===== config.mk =====
export PLATFORM = sky130hd
export DESIGN_NAME = stack_ctrl
export DESIGN_NICKNAME = d
export VERILOG_FILES = /design/src/rtl/stack_pkg.sv /design/src/rtl/stack_ctrl.sv
export SDC_FILE = /design/constraint.sdc
export NUM_CORES = 1
export LEC_CHECK = 0
export BUFFER_PORTS_ARGS = -buffer_cell sky130_fd_sc_hd__buf_2
export CAP_MARGIN = 20
export CORE_ASPECT_RATIO = 1.25
export CORE_MARGIN = 1
export CORE_UTILIZATION = 49
export DETAILED_ROUTE_END_ITERATION = 10
export GPL_TIMING_DRIVEN = 0
export PLACE_DENSITY = 0.87
export REMOVE_ABC_BUFFERS = 1
export SLEW_MARGIN = 10
export SYNTH_ARGS = -nofsm -noshare
export SYNTH_HDL_FRONTEND = slang
export SYNTH_SLANG_ARGS = --single-unit

===== constraint.sdc =====
create_clock -name clk -period 5.9 [get_ports clk]
set_input_delay 0 -clock clk [delete_from_list [all_inputs] [get_ports clk]]
set_output_delay 0 -clock clk [all_outputs]
set_load 0.005 [all_outputs]

===== src/rtl/stack_pkg.sv =====
// Stack controller shared types: FSM state encoding and sticky error bit positions.
package stack_pkg;

  typedef enum logic {
    IDLE = 1'b0,
    RD   = 1'b1
  } state_e;

  localparam int unsigned ERR_OVF  = 0;
  localparam int unsigned ERR_UNF  = 1;
  localparam int unsigned ERR_DROP = 2;

endpackage


===== src/rtl/stack_ctrl.sv =====
// Operand stack sequencer: owns the stack pointer, drives the single-port sync-read
// stack RAM and returns popped / top-of-stack data with a one-cycle valid pulse.
// Optional build macro STACK_TOS_CACHE_EN keeps a register mirroring mem[sp-1], so
// tos needs no RAM access and pop answers one cycle earlier (RD then refills the cache).
module stack_ctrl
  import stack_pkg::*;
#(
  parameter int unsigned WIDTH = 8,
  parameter int unsigned DEPTH = 32,
  parameter int unsigned AW    = $clog2(DEPTH)
) (
  input  logic             clk,
  input  logic             rst,
  input  logic             push,
  input  logic             pop,
  input  logic             tos,
  input  logic [WIDTH-1:0] push_data,
  input  logic             clr_err,
  output logic [AW-1:0]    ram_addr,
  output logic             ram_we,
  output logic [WIDTH-1:0] ram_wdata,
  input  logic [WIDTH-1:0] ram_rdata,
  output logic [WIDTH-1:0] out_data,
  output logic             out_valid,
  output logic             busy,
  output logic [AW:0]      sp,
  output logic             empty,
  output logic             full,
  output logic [2:0]       err
);

  state_e           state_q, state_d;
  logic [AW:0]      sp_q, sp_d;
  logic [WIDTH-1:0] out_data_q, out_data_d;
  logic             out_valid_q, out_valid_d;
  logic [2:0]       err_q, err_d;
`ifdef STACK_TOS_CACHE_EN
  logic [WIDTH-1:0] top_q, top_d;
`endif

  logic any_cmd;
  logic multi_cmd;
  logic is_empty;
  logic is_full;

  assign any_cmd   = push | pop | tos;
  assign multi_cmd = (push & pop) | (push & tos) | (pop & tos);
  assign is_empty  = (sp_q == '0);
  assign is_full   = (sp_q == (AW+1)'(DEPTH));

  // Next-state, RAM port and error logic; reset masks the RAM port combinationally.
  always_comb begin
    state_d     = state_q;
    sp_d        = sp_q;
    out_data_d  = out_data_q;
    out_valid_d = 1'b0;
    err_d       = clr_err ? '0 : err_q;
    ram_we      = 1'b0;
    ram_addr    = sp_q[AW-1:0];
    ram_wdata   = push_data;
`ifdef STACK_TOS_CACHE_EN
    top_d       = top_q;
`endif

    if (!rst) begin
      if (state_q == RD) begin
        state_d = IDLE;
        if (any_cmd) err_d[ERR_DROP] = 1'b1;
`ifdef STACK_TOS_CACHE_EN
        top_d       = ram_rdata;
`else
        out_data_d  = ram_rdata;
        out_valid_d = 1'b1;
`endif
      end else if (any_cmd) begin
        if (multi_cmd) begin
          err_d[ERR_DROP] = 1'b1;
        end else if (push) begin
          if (is_full) begin
            err_d[ERR_OVF] = 1'b1;
          end else begin
            ram_we = 1'b1;
            sp_d   = sp_q + (AW+1)'(1);
`ifdef STACK_TOS_CACHE_EN
            top_d  = push_data;
`endif
          end
        end else if (is_empty) begin
          err_d[ERR_UNF] = 1'b1;
        end else begin
`ifdef STACK_TOS_CACHE_EN
          // Cached: answer straight from top; a pop refills top from mem[sp-2].
          out_data_d  = top_q;
          out_valid_d = 1'b1;
          if (pop) begin
            sp_d = sp_q - (AW+1)'(1);
            if (sp_q == (AW+1)'(1)) begin
              top_d = '0;
            end else begin
              ram_addr = sp_q[AW-1:0] - AW'(2);
              state_d  = RD;
            end
          end
`else
          ram_addr = sp_q[AW-1:0] - AW'(1);
          state_d  = RD;
          if (pop) sp_d = sp_q - (AW+1)'(1);
`endif
        end
      end
    end
  end

  // State and registered outputs.
  always_ff @(posedge clk) begin
    if (rst) begin
      state_q     <= IDLE;
      sp_q        <= '0;
      out_data_q  <= '0;
      out_valid_q <= 1'b0;
      err_q       <= '0;
`ifdef STACK_TOS_CACHE_EN
      top_q       <= '0;
`endif
    end else begin
      state_q     <= state_d;
      sp_q        <= sp_d;
      out_data_q  <= out_data_d;
      out_valid_q <= out_valid_d;
      err_q       <= err_d;
`ifdef STACK_TOS_CACHE_EN
      top_q       <= top_d;
`endif
    end
  end

  assign out_data  = out_data_q;
  assign out_valid = out_valid_q;
  assign busy      = (state_q == RD);
  assign sp        = sp_q;
  assign empty     = is_empty;
  assign full      = is_full;
  assign err       = err_q;

endmodule


# After elaboration in Yosys (flattened, before gate mapping)
# Index checks and enable logic that the tools add are counted.
# word_totals
register_bits,19
input_bits,22
out_inout_bits,35
word_cells,54
# op_classes
n_addsub,3
eq_ne,3
n_mux,29
n_bitwise,10
reduce_logical,4
# op_table
operator,count
$mux 5,6
$mux 6,4
$mux 1,15
$add 6x1->6 const B,1
$eq 6x6->1 const B,1
$logic_not 6->1,1
$mux 3,2
$reduce_and 6->1,1
$sub 6x1->6 const B,1
$reduce_or 5->1,1
$sub 5x1->5 const B,1
$mux 2,2
$ne 2x2->1 const B,2
$or 1x1->1,4
$and 1x1->1,3
$not 1->1,3
$reduce_bool 2->1,1

# Longest topological paths before layout
# logic_depth
depth_word,7
depth_mapped,7
mapped_depth_nobuf,7

# Least setup slack after synthesis
# OpenSTA, ideal clock, no wires.
# synth_timing
path_kind,flip-flop to flip-flop
from,register sp_q[0] (netlist: sp[0])
to,register sp_q[2] (netlist: sp[2])
t_arrival_ns,1.875
setup_slack_ns,3.905
path_stages_with_launch,7
path_cell_list,dfxtp_1 > inv_1 > ha_1 > or4b_4 > o211a_1 > o21ai_2 > mux2_2
# synth_between
elab_chain_cells,4
word_cells_on_any_way,11
cone_classes,2 x add/sub; 3 x eq/ne; 4 x mux; 2 x reduce/logical
# synth_lines
element,line_no,text
start: declaration,stack_ctrl.sv:33,"logic [AW:0] sp_q, sp_d;"
start signal: assignment,stack_ctrl.sv:127,sp_q <= sp_d;
$sub 6x1->6,stack_ctrl.sv:107,if (pop) sp_d = sp_q - (AW+1)'(1);
$mux 6,stack_ctrl.sv:107,
$mux 6,stack_ctrl.sv:88,end else if (is_empty) begin
$mux 6,stack_ctrl.sv:78,end else if (push) begin
# Parallel ways exist; a longest one is shown, timed or not. The select of a mux whose other input is x is not followed.
# A chain may end at the register's enable or synchronous reset.

# Final worst setup path
# layout_timing
from,register state_q (netlist: busy)
to,output ram_addr[3]
# layout_between
elab_chain_cells,2
# layout_lines
element,line_no,text
start: declaration,stack_ctrl.sv:32,"state_e state_q, state_d;"
start signal: assignment,stack_ctrl.sv:126,state_q <= state_d;
$mux 5,stack_ctrl.sv:66,if (state_q == RD) begin
$mux 5,stack_ctrl.sv:65,if (!rst) begin
end: declaration,stack_ctrl.sv:19,"output logic [AW-1:0] ram_addr,"
# No other way between the ends.

==> metrics.md <==
| Metric | Value |
|---|---|
| Status | `finished, final reports clean` |
| Core area | `0.00226 mm2` |
| Worst hold start | `push_data[0]` |
| Ports | `57` |
| Fmax | `approximately 0.44 GHz` |
| Number of gates resized after cts | `0` |
| R2r setup slk | `about 3700 ps` |
| Layout cells sized above 1 | `27.3%` |
| Post-synth top area cell | `dfxtp_1` |
| Worst vdd ir | `around 150 uV` |
| CTS buffer count | `3` |
| Crit path from | `busy` |
| Hold violation total from the final report | `0` |
| Post-synth EDFFs | `0` |
| DIE WIDTH | `46.4 um` |
| Routed vias | `1153` |
| Crit end category | `primary output` |
| Design Area, Final | `0.00149 mm2` |
| Worst flop-to-flop path startpoint | `sp[0]` |
| Net Sw Power | `approximately 0.1 mW` |
| Post-synth cell types | `39` |
| Clock power frac | `21.1%` |
| CTS tree | `built` |
| Slowest stage delay, CP | `670 ps` |
| Post-Synthesis Cells | `135` |
| Max cap viols | `0` |
| Post-route ant nets | `0` |
| Async SR Flop Fraction | `0%` |
| Slew margin rel. | `53.3%` |
| Post-synth top area share | `31.5%` |
| Worst-margin pin slew | `699 ps` |
| Non-filler instance count after layout | `207` |
| Number of buffer cells added on primary ports | `40` |
| Overall global routing resource usage | `24.3%` |
| Routed WL | `2.85 mm` |
| Largest net degree at the start of global routing | `30` |
| Clock Tree Buf Depth | `2` |
| Synth Flop Type | `dfxtp_1` |
| CP Data Arrival Time | `between 2000 and 2500 ps` |
| Initial Utilization | `53.4%` |
| Global route overflow | `0` |
| Placed insts | `194` |
| Post-layout min period | `2260 ps` |
| Die ar. | `roughly 0.0027 mm2` |
| Worst Hold Endpoint | `ram_wdata[0]` |
| # setup viols final | `0` |
| Switching Share | `32.0%` |
| Setup TNS | `0 ps` |
| Most frequent cells after synthesis | `19 x dfxtp_1, 17 x nor2_1, 12 x mux2i_1, 8 x buf_4` |
| Mapped cell area | `around 0.0012 mm2` |
| Pint | `0.212 mW` |
| Placed Area | `0.00137 mm2` |
| Slowest cell on the critical path | `or4_1` |
| Warnings from Yosys | `0` |
| DR WL/cell | `13.8 um` |
| Crit-path max FO | `16` |
| Pwr Density | `210 mW/mm2` |
| Hpwl dp | `2.02 mm` |
| Most numerous cell in the Yosys netlist | `dfxtp_1` |
| Max Slew Vio Count | `0` |
| RR Endpoint | `sp[2]` |
| Drt first pass iters | `4` |
| Skew-Pair Late Insertion Delay | `~290 ps` |
| RSZ-0062 raised after global routing | `false` |
| CTS H-tree lvls | `1` |
| Layout net count | `about 200` |
| Clock Skews | `7.14 ps` |
| Comb power frac | `31.5%` |
| # fillers | `around 180` |
| Leakage | `~0.73 nW` |
| First-pass GRT wire length | `4.86 mm` |
| Flops & latches, synth | `19` |
| Util after Layout | `65.8%` |
| Fin crit share | `38.4%` |
| Crit path buf inv count | `1` |
| Worst-path cell chain | `or4_1 > nor4_1 > mux2_2 > buf_2` |
| Post-DR vias/cell | `5.57` |
| Top cell family by delay on the critical path | `simple AND/OR/NAND/NOR gates` |
| Antenna diode count | `0` |
| GP Congestion | `0.820` |
| R2r worst-path depth | `6` |
| Top post-synthesis cells by area | `dfxtp_1 32%, mux2i_1 10%, ha_1 6.2%, nor2_1 5.3%, buf_4 5.0%` |
| Clock slew at reported path FFs | `100 ps` |
| Crit path required time | `between 5000 and 6000 ps` |
| Initial antenna violation count | `0` |
| CP Launch Type | `flip-flop` |
| DRC | `0` |
| Reg power frac | `between 40% and 50%` |
| Avg Inst Size Synth | `8.93 um2` |
| Synth-to-layout area growth | `23.2%` |
| WP depth | `4` |
| Root buf cell | `clkbuf_4` |
| Rows | `19` |
| Hold Crit Depth | `0` |
| Min-Delay Path Class | `in2out` |
| Crit path kind | `reg2out` |
| Initial DRC count | `32` |
| Number of global-route vias before repair | `roughly 1200` |
| Sequential-to-total area share from yosys stat | `31.5%` |
| Die Span Y | `57.5 um` |
| Clk sinks | `19` |
## kinds of logic (layout without fill, tap and decap cells)
group	after synthesis	count (layout)	synth area share [%]
and+or+nand+nor	47	47	21.8
adders and majority gates	8	8	8.71
buffers and inverters	18	59	8.09
DFF	19	19	31.5
xor gates and xnor gates	3	3	2.18
muxes	15	15	13.1
AOI/OAI and AO/OA	25	25	14.6
## sequential cells by signal, indices dropped and copies added (netlist names)
name       flops
busy           1
err            3
out_data       8
out_valid      1
sp             6
## worst max path at each step
stage                             end
after global placement          sp[2]
after global routing      ram_addr[3]
after detailed placement        sp[2]
after floorplan                 sp[2]
after CTS                 ram_addr[3]
final                     ram_addr[3]
## area by class of cell
cell class	count	area (um2)	area share (%)
multi-input cells	98	728	49.0
inverters	6	22.5	1.52
flip-flops and latches	19	380	25.6
repair buffers	49	290	19.5
well taps	31	38.8	2.61
clock buffers	4	26.3	1.77
## through the flow
step | setup WS (ps) | hold slack (ps) | total power [mW]
final | 3640 | 0.0440 | 0.312
after floorplan | 3900 | 0 | 0.207
after CTS | 3650 | 0.0529 | 0.312
after global placement | 3790 | 0.0529 | 0.238
after global routing | 3390 | 0.0405 | 0.331
after detailed placement | 3740 | 0.0529 | 0.243
## cells in the final DEF, fill, tap and decap left out, types with 3 or more instances in the layout
cell type      netlist  final
o21ai_0              3      3
inv_1                6      6
ha_1                 6      6
mux2i_1             12     12
dlygate4sd3_1        0      9
nor2b_1              4      4
a211o_1              3      3
nor4b_1              3      3
a21oi_1              5      5
xnor2_1              3      3
buf_2                0     40
nand2b_1             5      5
nand2_1              6      6
dfxtp_1             19     19
nor2_1              17     17
clkbuf_4             0      3
## power groups by stage
stage / logic, mW / registers (mW) / clock network [mW]
2_1_floorplan: 0.0588 / 0.149 / 0
3_3_place_gp: 0.0886 / 0.149 / 0
3_5_place_dp: 0.0923 / 0.150 / 0
4_1_cts: 0.0975 / 0.147 / 0.0670
5_1_grt: 0.109 / 0.149 / 0.0730
6_report: 0.0981 / 0.148 / 0.0659
## worst reg2reg max path: cells and delay by family, from the launching register on
family / cells / cell delay [ps]
compound gates: 2 / 490
simple gates: 1 / 480
flops: 1 / 420
mux: 1 / 360
fa+ha+maj: 1 / 180
buf+inv: 1 / 140
## per-layer routing
metal	wire, um	vias up	track usage, %
met5	0	-	0
met4	15	0	9.24
met3	231	2	9.18
met2	1440	59	41.1
met1	1170	538	26.2
li1	-	554	-
## repair_timing
action	4_1_cts	5_1_grt
endpoints found under the setup margin	0	0
hold buffers	9	0
hold endpoints to repair	9	0
buffers inserted	0	0
Note: power is estimated with default switching activity, not from simulation.
